`src/rtl/sram_access_controller.sv`:
```
// Sequences MEM-stage loads/stores onto a single-port SRAM with a fixed access time.
// ready stays low from the first request cycle until the one-cycle DONE state.
module sram_access_controller #(
  parameter int DATA_W      = 32,
  parameter int ADDR_W      = 18,
  parameter int WAIT_CYCLES = 5,
  parameter int BASE_ADDR   = 1024
) (
  input  logic              clk,
  input  logic              rst_n,
  input  logic              mem_r_en,
  input  logic              mem_w_en,
  input  logic [31:0]       addr,
  input  logic [DATA_W-1:0] wdata,
  output logic              ready,
  output logic [DATA_W-1:0] rdata,
  output logic [ADDR_W-1:0] sram_addr,
  output logic [DATA_W-1:0] sram_wdata,
  input  logic [DATA_W-1:0] sram_rdata,
  output logic              sram_we_n,
  output logic              sram_oe_n
);

  typedef enum logic [1:0] {
    IDLE   = 2'd0,
    ACCESS = 2'd1,
    DONE   = 2'd2
  } state_t;

  state_t      state, state_next;
  logic [3:0]  counter, counter_next;
  logic        lat_write;
  logic        req;
  logic        last;
  logic [31:0] offset;
  logic [ADDR_W-1:0] word;

  assign req    = mem_r_en | mem_w_en;
  // Addresses below BASE_ADDR wrap silently through the subtraction.
  assign offset = addr - 32'(BASE_ADDR);
  assign word   = offset[ADDR_W+1:2];
  assign last   = (counter == 4'(WAIT_CYCLES - 1));

  always_comb begin
    state_next   = state;
    counter_next = counter;
    case (state)
      IDLE: begin
        if (req) begin
          state_next   = ACCESS;
          counter_next = 4'd0;
        end
      end
      ACCESS: begin
        if (last) begin
          state_next   = DONE;
          counter_next = 4'd0;
        end else begin
          counter_next = counter + 4'd1;
        end
      end
      DONE: begin
        // A request seen here is the same instruction still held; drop it.
        state_next = IDLE;
      end
      default: begin
        state_next   = IDLE;
        counter_next = 4'd0;
      end
    endcase
  end

  always_ff @(posedge clk or negedge rst_n) begin
    if (!rst_n) begin
      state   <= IDLE;
      counter <= 4'd0;
    end else begin
      state   <= state_next;
      counter <= counter_next;
    end
  end

  // sram_addr/sram_wdata are the latched request fields themselves.
  always_ff @(posedge clk or negedge rst_n) begin
    if (!rst_n) begin
      sram_addr  <= '0;
      sram_wdata <= '0;
      lat_write  <= 1'b0;
      rdata      <= '0;
    end else begin
      if (state == IDLE && req) begin
        sram_addr  <= word;
        sram_wdata <= wdata;
        lat_write  <= mem_w_en;
      end
      if (state == ACCESS && last && !lat_write) begin
        rdata <= sram_rdata;
      end
    end
  end

  assign ready     = (state == IDLE && !req) || (state == DONE);
  assign sram_we_n = !(state == ACCESS && lat_write);
  assign sram_oe_n = !(state == ACCESS && !lat_write);

endmodule

```
`config.mk`:
```
export PLATFORM = sky130hd
export DESIGN_NAME = sram_access_controller
export DESIGN_NICKNAME = d
export VERILOG_FILES = /design/src/rtl/sram_access_controller.sv
export SDC_FILE = /design/constraint.sdc
export NUM_CORES = 1
export LEC_CHECK = 0
export ABC_CLOCK_PERIOD_IN_PS = 5200
export BUFFER_PORTS_ARGS = -buffer_cell sky130_fd_sc_hd__buf_4
export CAP_MARGIN = 0
export CELL_PAD_IN_SITES_DETAIL_PLACEMENT = 0
export CELL_PAD_IN_SITES_GLOBAL_PLACEMENT = 1
export CORE_MARGIN = 8
export CORE_UTILIZATION = 37
export CTS_BUF_LIST = sky130_fd_sc_hd__clkbuf_2 sky130_fd_sc_hd__clkbuf_4 sky130_fd_sc_hd__clkbuf_8
export DETAILED_ROUTE_END_ITERATION = 12
export GPL_ROUTABILITY_DRIVEN = 1
export GPL_TIMING_DRIVEN = 0
export PLACE_DENSITY = 0.95
export SLEW_MARGIN = 20
export SYNTH_ARGS = -nofsm -noshare
export SYNTH_HDL_FRONTEND = slang
export SYNTH_SLANG_ARGS = --single-unit
export TNS_END_PERCENT = 5
```
`constraint.sdc`:
```
create_clock -name clk -period 5.2 [get_ports clk]
set_clock_uncertainty 0.1 [all_clocks]
set_input_delay 1.04 -clock clk [delete_from_list [all_inputs] [get_ports clk]]
set_output_delay 1.04 -clock clk [all_outputs]
set_load 0.05 [all_outputs]
```
Word level (Yosys, flattened, before mapping) --
Cells that the tools add are included.
Storage, ports and cells: register bits 89, output and inout port bits 85, word-level logic and storage cells 35
Operators by class: $add $sub $neg 2, equal/unequal tests 5, muxes and demuxes 6, bitwise logic cells 2, reduce and logical (&&, ||, !) cells 14
Operators with widths (number):
- $sub 20x11->20 const B | 1
- $pmux 4 s3 | 1
- $mux 4 | 2
- $logic_and 1x1->1 | 6
- $add 4x1->4 const B | 1
- $eq 4x3->1 const B | 1
- $logic_not 1->1 | 4
- $mux 2 | 2
- $ne 2x2->1 const B | 2
- $pmux 2 s2 | 1
- $reduce_and 2->1 | 2
- $eq 2x1->1 const B | 1
- $eq 2x2->1 const B | 1
- $logic_not 2->1 | 1
- $logic_or 1x1->1 | 1
- $not 1->1 | 1
- $or 1x1->1 | 1

Depth between registers and ports, before layout --
Gate-level depths: netlist (run 1).
word-level depth 4, depth in mapped cells 7

Worst setup path after synthesis (run 1) --
OpenSTA, ideal clock, no wires.
path type input port to output port, start in mem_w_en, end out ready, arrival time 1.527 ns, required time 4.060 ns, path slack 2.533 ns, cell stages on the path 2, path through nor2_1 > o21ba_2
Between the ends: word-level cells in the longest chain between the ends 4
RTL lines:
- start, declared | RTL line 12 | input logic mem_w_en,
- $or 1x1->1 | RTL line 38 | assign req = mem_r_en | mem_w_en;
- $logic_not 1->1 | RTL line 102 | assign ready = (state == IDLE && !req) || (state == DONE);
- $logic_and 1x1->1 | RTL line 102
- $logic_or 1x1->1 | RTL line 102
- end, declared | RTL line 15 | output logic ready,
Every way passes these cells.

Final worst setup path (run 1) --
Ends and elaborated chain as after synthesis.

==> out/summary.txt, run 1 <==
Fmax - 0.344 GHz
First-pass GRT wire length - 15900 µm
PnR worst setup slack - 2.29 ns
Unrepaired setup endpoints after global routing - no
WL/cell - 15.4 µm
CP cell instances - buf_4 -> nor2_1 -> o21ba_2 -> buf_4
Fin crit period - 2.91 ns
Mapped Cells - 329
Worst slew margin - 38.1%
Adder-cell share of the synthesized area - 1.02%
Outcome - completed
Worst-path clk slew - 0.08 ns
Most numerous cell in the Yosys netlist - nand2_1
Leakage - 2.85 nW
Setup TNS - 0 ns
Sequential cell area - 2230 µm²
Router iterations before antenna repair - 4
Syn Nets - 432
WP data required - 4.06 ns
Chip height - 116 µm
Busiest layer in global routing - met2
Worst setup EP type - output pin
Largest net degree at the start of global routing - 90
GR Layer Usage met2 - 24.7%
Compound-cell area share of the yosys netlist - 2.66%
Final period util - 55.9%
Htree depth - 3
Slew @ Worst Pin - 0.922 ns
Gr usage total - 15.2%
Max stage delay on crit path - 0.22 ns
Post-CTS repair timing setup buffer count - 0
Resized Gates After CTS - 0
Ant. Diodes - 0
Clk root buf - clkbuf_8
Pins over their slew limit - 0
Site Rows - 36
Hold crit path type - reg2reg
Largest family of logic cells by synthesized area - simple AND/OR/NAND/NOR gates
Multi-input gate area - 1340 µm²
CP arrival - 1.77 ns
Worst skew pair latency - 0.34 ns
Gr ovfl total - 0
R2r setup slk - 3.16 ns
CTS tree - done
Yosys reg bits - 89
Area fraction in and, or, nand and nor cells after synthesis - 18.3%
Initial antenna violation count - 0
Final setup vio count - 0
Leading cell types by count after synthesis - nand2_1 (138), dfrtp_1 (89), mux2_4 (30)
Ys async rst share - 100%
WL final - 9950 µm
Dpl cell area - 5120 µm²
Total clock sinks - 89
Main synth FF type - dfrtp_1
Die Area - 13400 µm²
Avg Inst Size Synth - 11.2 µm²
Synth top area share - 60.6%
GP Congestion - 0.824
Worst path most repeated cell - buf_4
Area Overhead vs Synth - 43.9%
Vias per inst - 4.47
Vias - 2891
EDFF count, synth - 0
Initial Util - 37.8%
Core area - 9730 µm²
Max VDD drop - 0.405 mV
Synth area leaders - dfrtp_1 (61%), nand2_1 (14%), mux2_4 (12%), xnor2_1 (1.4%), buf_6 (1.2%)
DP Wirelength - 7650 µm
Die width - 116 µm
I/O Buffers - 170
Layout cells sized above 1 - 44.0%
Critical path class - in2out
Fill cells - 874
Post-Synth XOR/XNOR Area - 1.67%
GRT met1 Usage - 18.4%
Crit path max fanout - 5
Initial DRC Count - 117
Clk buf depth - 2
Synth warn - 0
Cell variety after synth - 29
Hold buffer count at CTS - 0
Max-Cap Viols - 0
Final Instance Area - 5290 µm²
Vias in the first global route - 3125
Total CTS buffers - 9
Register area share after synthesis - 60.6%
Final Hold Violating Endpoints - 0
Met3 GRT Util - 5.94%
Worst path slowest cell - o21ba_2
Cell type with the largest total area after synthesis - dfrtp_1
Nature of the critical path startpoint - input pin
Synthesized area - 3670 µm²
Detail Route Antenna Nets - 0
Setup WS pre-CTS - 2.30 ns
Pwr Density - 773 nW/µm²
Boundary Pins - 185
# nets final - 613
Mux share of post-synthesis cell area - 12.9%
Drt drc - 0
[stage by stage]
stage	cells	total power [mW]	hold slack, ns	util (%)
6_report	647	4.08	0.379	54.3
5_1_grt	647	4.33	0.410	54.3
2_1_floorplan	329	2.91	0.374	-
3_3_place_gp	632	3.67	0.359	52.6
4_1_cts	647	4.14	0.384	54.3
3_5_place_dp	632	3.71	0.363	52.6
[cell type report]
type                    instances  share of cell area [%]
repair buffers                170                    24.2
multi-input cells             220                    25.4
flip-flops and latches         89                    42.1
plain buffers                  15                    1.63
inverters                       5                   0.355
clock inverters                 4                   0.379
clock buffers                  11                    2.75
well taps                     133                    3.15
[routing by layer]
metal | wire [µm] | part of all wire [%]
met5 | 0 | 0
met4 | 61 | 0.61
met3 | 968 | 9.7
met2 | 4700 | 47
met1 | 4220 | 42
[path summary, 6_finish.rpt]
check                          startpoint        endpoint  depth (start not counted)
setup / recovery                 mem_w_en           ready                          4
hold / removal             sram_wdata[29]  sram_wdata[29]                          2
setup reg to reg                 state[1]   sram_wdata[8]                          4
hold reg to reg            sram_wdata[29]  sram_wdata[29]                          2
max in group asynchronous           rst_n  sram_wdata[29]                          1
min in group asynchronous           rst_n       rdata[19]                          1
[logic make-up after synthesis]
family / after synthesis
mux: 32
fa+ha+maj: 3
xor+xnor: 7
buf+inv: 20
simple gates: 162
compound gates: 16
flops: 89
[cell usage in the layout, fill, tap and decap left out, types with 5 or more instances in the layout]
cell,Yosys,final
inv_1,5,5
nor2_1,6,6
dfrtp_1,89,89
mux2_4,30,30
o21ai_0,6,6
clkbuf_1,11,11
clkbuf_8,0,10
nand2_1,138,138
buf_6,4,5
xnor2_1,6,6
buf_4,0,169
[registers in the layout, indices dropped and copies added, names as in the netlist]
signal and flops:
sram_wdata 32, sram_addr 18, counter 4, lat_write 1, rdata 32, state 2
[where the power goes]
part	switching [mW]	internal (mW)	total, mW
registers	0.199	1.03	1.23
clock network	0.224	0.186	0.410
logic	1.66	0.786	2.44
[critical path, delay by kind of cell]
family	cells	cell delay, ns
compound gates	1	0.22
simple gates	1	0.18
buf+inv	2	0.33
Note: power is estimated with default switching activity, not from simulation.
==> inputs of run 2 (changes only) <==
--- a/config.mk
+++ b/config.mk
@@ -5,18 +5,19 @@
 export SDC_FILE = /design/constraint.sdc
 export NUM_CORES = 1
 export LEC_CHECK = 0
-export ABC_CLOCK_PERIOD_IN_PS = 5200
+export ABC_AREA = 1
+export ABC_CLOCK_PERIOD_IN_PS = 2500
 export BUFFER_PORTS_ARGS = -buffer_cell sky130_fd_sc_hd__buf_4
 export CAP_MARGIN = 0
 export CELL_PAD_IN_SITES_DETAIL_PLACEMENT = 0
 export CELL_PAD_IN_SITES_GLOBAL_PLACEMENT = 1
 export CORE_MARGIN = 8
-export CORE_UTILIZATION = 37
+export CORE_UTILIZATION = 30
 export CTS_BUF_LIST = sky130_fd_sc_hd__clkbuf_2 sky130_fd_sc_hd__clkbuf_4 sky130_fd_sc_hd__clkbuf_8
 export DETAILED_ROUTE_END_ITERATION = 12
 export GPL_ROUTABILITY_DRIVEN = 1
 export GPL_TIMING_DRIVEN = 0
-export PLACE_DENSITY = 0.95
+export PLACE_DENSITY = 0.88
 export SLEW_MARGIN = 20
 export SYNTH_ARGS = -nofsm -noshare
 export SYNTH_HDL_FRONTEND = slang
==> constraint.sdc (replaced) <==
create_clock -name clk -period 2.5 [get_ports clk]
set_clock_uncertainty 0.1 [all_clocks]
set_input_delay 0.5 -clock clk [delete_from_list [all_inputs] [get_ports clk]]
set_output_delay 0.5 -clock clk [all_outputs]
set_load 0.05 [all_outputs]
==> run 2 against run 1 <==
Effect of this change:
- clock-buffer cell count increased by 1
- power is 110% higher
- flip-flop and latch count unchanged
- first-iteration DRC count up 86%
- global-route usage shrank 1.7 points
- final area increased by 1.6%
- sequential power is 110% higher
- non-clock buffer count rose by 4
- critical endpoint is now sram_oe_n
- largest power group unchanged
==> out/summary.txt, run 2 <==
Total clock sinks - 89 (unchanged)
Slew @ Worst Pin - 0.796 ns (-0.126 ns)
Gr usage total - 13.5% (-1.7 points)
Max VDD drop - 0.759 mV (+87%)
Avg Inst Size Synth - 8.49 µm² (-24%)
FF-to-FF path depth - 8 (+4)
Hold buffer count at CTS - 0 (unchanged)
Cell variety after synth - 19 (-34%)
Leakage - 3.01 nW (+5.6%)
Gr ovfl total - 0 (unchanged)
WP data required - 1.90 ns (-2.16 ns)
Initial antenna violation count - 0 (unchanged)
I/O Buffers - 170 (unchanged)
Layout cells sized above 1 - 32.8% (-11 points)
Clk buf depth - 2 (unchanged)
Site Rows - 40 (+11%)
Hold crit path type - in2async
R2r setup slk - 0.74 ns (-2.42 ns)
Buf+Inv Stages, Crit Path - 3 (+1)
Total CTS buffers - 9 (unchanged)
Setup WS pre-CTS - 0.552 ns (-1.75 ns)
Drt drc - 0 (unchanged)
Largest net degree at the start of global routing - 90 (unchanged)
Ys async rst share - 100% (unchanged)
Final Hold Violating Endpoints - 0 (unchanged)
Router iterations before antenna repair - 4 (unchanged)
Initial Util - 30.6% (-7.2 points)
Commonest non-fill, non-tap cell in the layout - nand2_1
Largest regs - rdata x32, sram_wdata x32, sram_addr x18
# nets final - 717 (+17%)
Syn Nets - 536 (+24%)
Reg2reg start - counter[0]
Most frequent cells in the layout - nand2_1 (233), buf_4 (172), dfrtp_1 (89), nand3_1 (41), inv_1 (18)
Synthesized area - 3680 µm² (about the same)
EDFF count, synth - 0 (unchanged)
Yosys reg bits - 89 (unchanged)
Worst skew pair latency - 0.36 ns (+0.02 ns)
Core Util, Final - 44.7% (-9.6 points)
Final Instance Area - 5370 µm² (+1.6%)
PnR worst setup slack - 0.310 ns (-1.98 ns)
Pins over their slew limit - 0 (unchanged)
Worst setup endpoint - sram_oe_n
Crit path max fanout - 10 (+5)
RR Endpoint - rdata[23]
Leading cell types by count after synthesis - nand2_1 (233), dfrtp_1 (89), nand3_1 (41)
Area Overhead vs Synth - 46.1%
Post-CTS repair timing setup buffer count - 0 (unchanged)
Switch share - 52.4% (+1.5 points)
Comb pwr share - 57.5% (-2.3 points)
Total power - 8.68 mW (+110%)
CTS tree - done
Final period util - 87.6%
Worst setup EP type - output pin
Resized Gates After CTS - 0 (unchanged)
Setup TNS - 0 ns (unchanged)
Mapped Cells - 433 (+32%)
Crit path max-delay family - buffers and inverters
Unrepaired setup endpoints after global routing - no
Critical path class - reg2out
Fmax - 0.457 GHz
CP cell instances - clkinv_1 -> clkbuf_1 -> nand2_1 -> buf_4
Synth area leaders - dfrtp_1 (61%), nand2_1 (24%), nand3_1 (5.6%), inv_1 (1.8%), buf_2 (1.4%)
Switching power - 4.55 mW (+120%)
Worst path slowest cell - dfrtp_1
Nature of the critical path startpoint - flip-flop
Most numerous cell in the Yosys netlist - nand2_1
Chip height - 127 µm (+9.5%)
Pint - 4.13 mW (+110%)
DP Wirelength - 8140 µm (+6.4%)
Vias per inst - 4.43 (-0.78%)
CP arrival - 1.59 ns (-0.18 ns)
Synth top area share - 60.6% (about the same)
Vias in the first global route - 3490 (+12%)
Detail Route Antenna Nets - 0 (unchanged)
Pwr Density - 1620 nW/µm² (+110%)
Worst-path clk slew - 0.09 ns (about the same)
Boundary Pins - 185 (unchanged)
Die Area - 16100 µm² (+20%)
Ant. Diodes - 0 (unchanged)
Fin crit period - 2.19 ns
Core area - 12000 µm² (+23%)
Synth warn - 0 (unchanged)
Dpl cell area - 5140 µm² (+0.37%)
Clock power frac - 13.0% (+3.0 points)
Cell type with the largest total area after synthesis - dfrtp_1
Max stage delay on crit path - 0.39 ns (+0.17 ns)
Vias - 3396 (+17%)
Critical path launch point - lat_write
Htree depth - 3 (unchanged)
Max-Cap Viols - 0 (unchanged)
Die width - 127 µm (+9.5%)
Crit path depth - 4 (unchanged)
Clk root buf - clkbuf_8
WL final - 10800 µm (+8.4%)
First-pass GRT wire length - 17500 µm (+10%)
Reg power frac - 29.5% (-0.7 points)
Worst slew margin - 47.0% (+8.9 points)
GP Congestion - 0.816 (-1.0%)
Main synth FF type - dfrtp_1
Register area share after synthesis - 60.6% (about the same)
Outcome - completed
Final setup vio count - 0 (unchanged)
Initial DRC Count - 218 (+86%)
WL/cell - 14.1 µm (-8.4%)
==> run 2: changes by cell type in the layout (fill, tap and decap cells not counted), sizes merged, moves of 3 or more <==
cell    before  now
nand3        3   42
nand2      138  234
buf        174  183
or3          4    0
or4          3    0
xnor2        6    1
nor2         6    9
mux2        32    0
clkbuf      22   18
inv          5   19
==> run 2: layer usage <==
metal  global-route usage [%]  routed length, µm
met5                        0                  0
met4                     5.39                178
met3                     6.70               1210
met2                     20.3               4710
met1                     16.2               4680
==> run 2: worst min-delay path by stage <==
stage | cells past startpoint | end
3_5_place_dp | 2 | rdata[29]
6_report | 1 | rdata[10]
3_3_place_gp | 2 | rdata[7]
5_1_grt | 1 | rdata[10]
4_1_cts | 3 | sram_wdata[6]
2_1_floorplan | 0 | counter[0]
==> run 2: power groups by stage <==
stage	Clock [mW]	Combinational, mW	Sequential [mW]
after floorplan	0	1.10	4.82
after global placement	0	5.01	2.55
after detailed placement	0	5.06	2.58
after CTS	1.17	5.06	2.57
after global routing	1.23	5.34	2.65
final	1.13	4.99	2.56
==> run 2: cell type report <==
type / instances / area, µm²
Buffer: 19 / 95.1
Multi-Input combinational cell: 305 / 1280
Fill cell: 1204 / 6640
Clock buffer: 12 / 153
Sequential cell: 89 / 2230
Timing Repair Buffer: 170 / 1280
Inverter: 20 / 75.1
Clock inverter: 4 / 76.3
Tap cell: 147 / 184
==> run 2: cells by family (layout without fill, tap and decap cells) <==
kind of cell               count (synthesis)  in the layout  synth area share (%)
AOI/OAI and AO/OA                         10             10                  1.36
adders and majority gates                  3              3                  1.02
DFF                                       89             89                  60.6
and+or+nand+nor                          289            289                  31.7
buffers and inverters                     39            225                  4.63
xor gates and xnor gates                   3              3                 0.715
==> run 2: through the flow <==
step	hold WS, ns	cells
after floorplan	0.104	433
after global placement	0.354	750
after detailed placement	0.359	750
after CTS	0.205	766
after global routing	0.162	766
final	0.103	766
==> inputs of run 3 (changes only) <==
--- a/config.mk
+++ b/config.mk
@@ -12,12 +12,12 @@
 export CELL_PAD_IN_SITES_DETAIL_PLACEMENT = 0
 export CELL_PAD_IN_SITES_GLOBAL_PLACEMENT = 1
 export CORE_MARGIN = 8
-export CORE_UTILIZATION = 30
-export CTS_BUF_LIST = sky130_fd_sc_hd__clkbuf_2 sky130_fd_sc_hd__clkbuf_4 sky130_fd_sc_hd__clkbuf_8
+export CORE_UTILIZATION = 29
+export CTS_BUF_LIST = sky130_fd_sc_hd__clkbuf_4 sky130_fd_sc_hd__clkbuf_8 sky130_fd_sc_hd__clkbuf_16
 export DETAILED_ROUTE_END_ITERATION = 12
 export GPL_ROUTABILITY_DRIVEN = 1
 export GPL_TIMING_DRIVEN = 0
-export PLACE_DENSITY = 0.88
+export PLACE_DENSITY = 0.86
 export SLEW_MARGIN = 20
 export SYNTH_ARGS = -nofsm -noshare
 export SYNTH_HDL_FRONTEND = slang
==> run 3 against run 2 <==
Effect of this change:
- clock power up 25%
- final area up 2.1%
- flip-flop and latch count unchanged
- worst setup slack better by 0.035 ns
- largest cell class unchanged
==> out/summary.txt, run 3 (synthesized netlist as in run 2, its figures left out) <==
CP arrival - 1.55 ns (-0.04 ns)
Worst slew margin - 47.0% (+0.057 points)
Total clock sinks - 89 (unchanged)
Router iterations before antenna repair - 4 (unchanged)
WL/cell - 13.7 µm (-2.4%)
Largest net degree at the start of global routing - 90 (unchanged)
Vias in the first global route - 3558 (+1.9%)
Resized Gates After CTS - 0 (unchanged)
First-pass GRT wire length - 17700 µm (+0.67%)
Max VDD drop - 0.794 mV (+4.6%)
Initial Util - 29.4% (-1.2 points)
Die Area - 16500 µm² (+3.0%)
Finished Layout Cells - 791 (+3.3%)
Fmax - 0.464 GHz (+1.6%)
Crit path max-delay family - buffers and inverters
Vias per inst - 4.37 (-1.4%)
Nature of the critical path startpoint - flip-flop
Final period util - 86.2% (-1.4 points)
Worst setup EP type - output pin
Initial DRC Count - 108 (-50%)
Outcome - completed
Worst skew pair latency - 0.34 ns (-0.02 ns)
Clk root buf - clkbuf_16
Final setup vio count - 0 (unchanged)
Boundary Pins - 185 (unchanged)
Total CTS buffers - 9 (unchanged)
DP Wirelength - 8280 µm (+1.8%)
Core area - 12500 µm² (+4.2%)
Unrepaired setup endpoints after global routing - no
Inst Count DP - 775 (+3.3%)
Pwr Density - 1640 nW/µm² (+1.3%)
Layout cells sized above 1 - 32.8% (unchanged)
Chip height - 129 µm (+1.5%)
Worst path slowest cell - dfrtp_1
Most frequent cells in the layout - nand2_1 (233), buf_4 (172), dfrtp_1 (89), nand3_1 (41), inv_1 (18)
Largest regs - rdata x32, sram_wdata x32, sram_addr x18
Initial antenna violation count - 0 (unchanged)
Crit path max fanout - 10 (unchanged)
Leakage - 3.06 nW (+1.5%)
CP cell instances - clkinv_1 -> clkbuf_1 -> nand2_1 -> buf_4
Critical path class - reg2out
Detail Route Antenna Nets - 0 (unchanged)
Met3 GRT Util - 6.29% (-0.41 points)
Gr ovfl total - 0 (unchanged)
Post-CTS repair timing setup buffer count - 0 (unchanged)
Commonest non-fill, non-tap cell in the layout - nand2_1
I/O Buffers - 170 (unchanged)
Slew @ Worst Pin - 0.795 ns (-0.000862 ns)
Pins over their slew limit - 0 (unchanged)
Fill cells - 1324 (+10%)
# nets final - 717 (unchanged)
Site Rows - 41 (+2.5%)
Setup TNS - 0 ns (unchanged)
Worst-path clk slew - 0.06 ns (-0.03 ns)
Die width - 129 µm (+1.5%)
Htree depth - 3 (unchanged)
Hold crit path type - in2async
Vias - 3458 (+1.8%)
Buf+Inv Stages, Crit Path - 3 (unchanged)
Area Overhead vs Synth - 49.1%
Clk buf depth - 2 (unchanged)
WL final - 10900 µm (+0.75%)
Gr usage total - 13.3% (-0.19 points)
Busiest layer in global routing - met2
GR Layer Usage met2 - 20.6% (+0.36 points)
Ant. Diodes - 0 (unchanged)
Max stage delay on crit path - 0.38 ns (about the same)
GP Congestion - 0.815 (about the same)
Max-Cap Viols - 0 (unchanged)
Fin crit period - 2.15 ns (-0.0354 ns)
Final Hold Violating Endpoints - 0 (unchanged)
Hold buffer count at CTS - 0 (unchanged)
CTS tree - done
GRT met1 Usage - 15.7% (-0.57 points)
WP data required - 1.90 ns (about the same)
Drt drc - 0 (unchanged)
## run 3: path summary, 6_finish.rpt
check                           slack (ns)  cells past startpoint  startpoint        endpoint
min in group clk                      0.26                      3   wdata[26]  sram_wdata[26]
worst min register to register        0.37                      2   rdata[23]       rdata[23]
worst max-delay path                  0.35                      4   lat_write       sram_oe_n
worst min-delay path                  0.13                      1       rst_n        rdata[4]
max in group asynchronous             1.65                      1       rst_n    sram_addr[2]
worst max register to register        0.70                      8  counter[0]        rdata[7]
## run 3: where the power goes
group,leakage (nW),switching (mW),internal (mW),total [mW]
registers,1.08,0.418,2.15,2.57
logic,1.81,3.62,1.37,4.99
clock network,0.159,0.548,0.866,1.41
total,3.06,4.59,4.39,8.98
## run 3: cell type report
| cell class | count | area, µm² | share of cell area [%] |
|---|---|---|---|
| flip-flops and latches | 89 | 2230 | 40.6 |
| clock inverters | 7 | 85.1 | 1.55 |
| inverters | 20 | 75.1 | 1.37 |
| plain buffers | 19 | 95.1 | 1.73 |
| multi-input cells | 305 | 1280 | 23.3 |
| repair buffers | 170 | 1280 | 23.4 |
| clock buffers | 9 | 225 | 4.11 |
| well taps | 172 | 215 | 3.93 |
## run 3: worst reg2reg max path, delay by kind of cell, from the launching register on
family        cells  cell delay, ns
buf+inv           2            0.28
flops             1            0.44
fa+ha+maj         1            0.16
simple gates      5            0.71
## run 3: per-stage QoR
step	worst slack, ns	hold WS (ns)	area (µm²)	utilization (%)	power (mW)
2_1_floorplan	0.721	0.104	3680	-	5.93
3_3_place_gp	0.481	0.355	5170	41.3	7.55
3_5_place_dp	0.436	0.359	5170	41.3	7.65
4_1_cts	0.305	0.242	5480	43.8	9.10
5_1_grt	0.207	0.201	5480	43.8	9.54
6_report	0.345	0.132	5480	43.8	8.98
## run 3: layer usage
metal	routed length, µm	vias to the layer above
li1	-	1696
met1	4560	1623
met2	4890	126
met3	1230	13
met4	184	0
met5	0	-
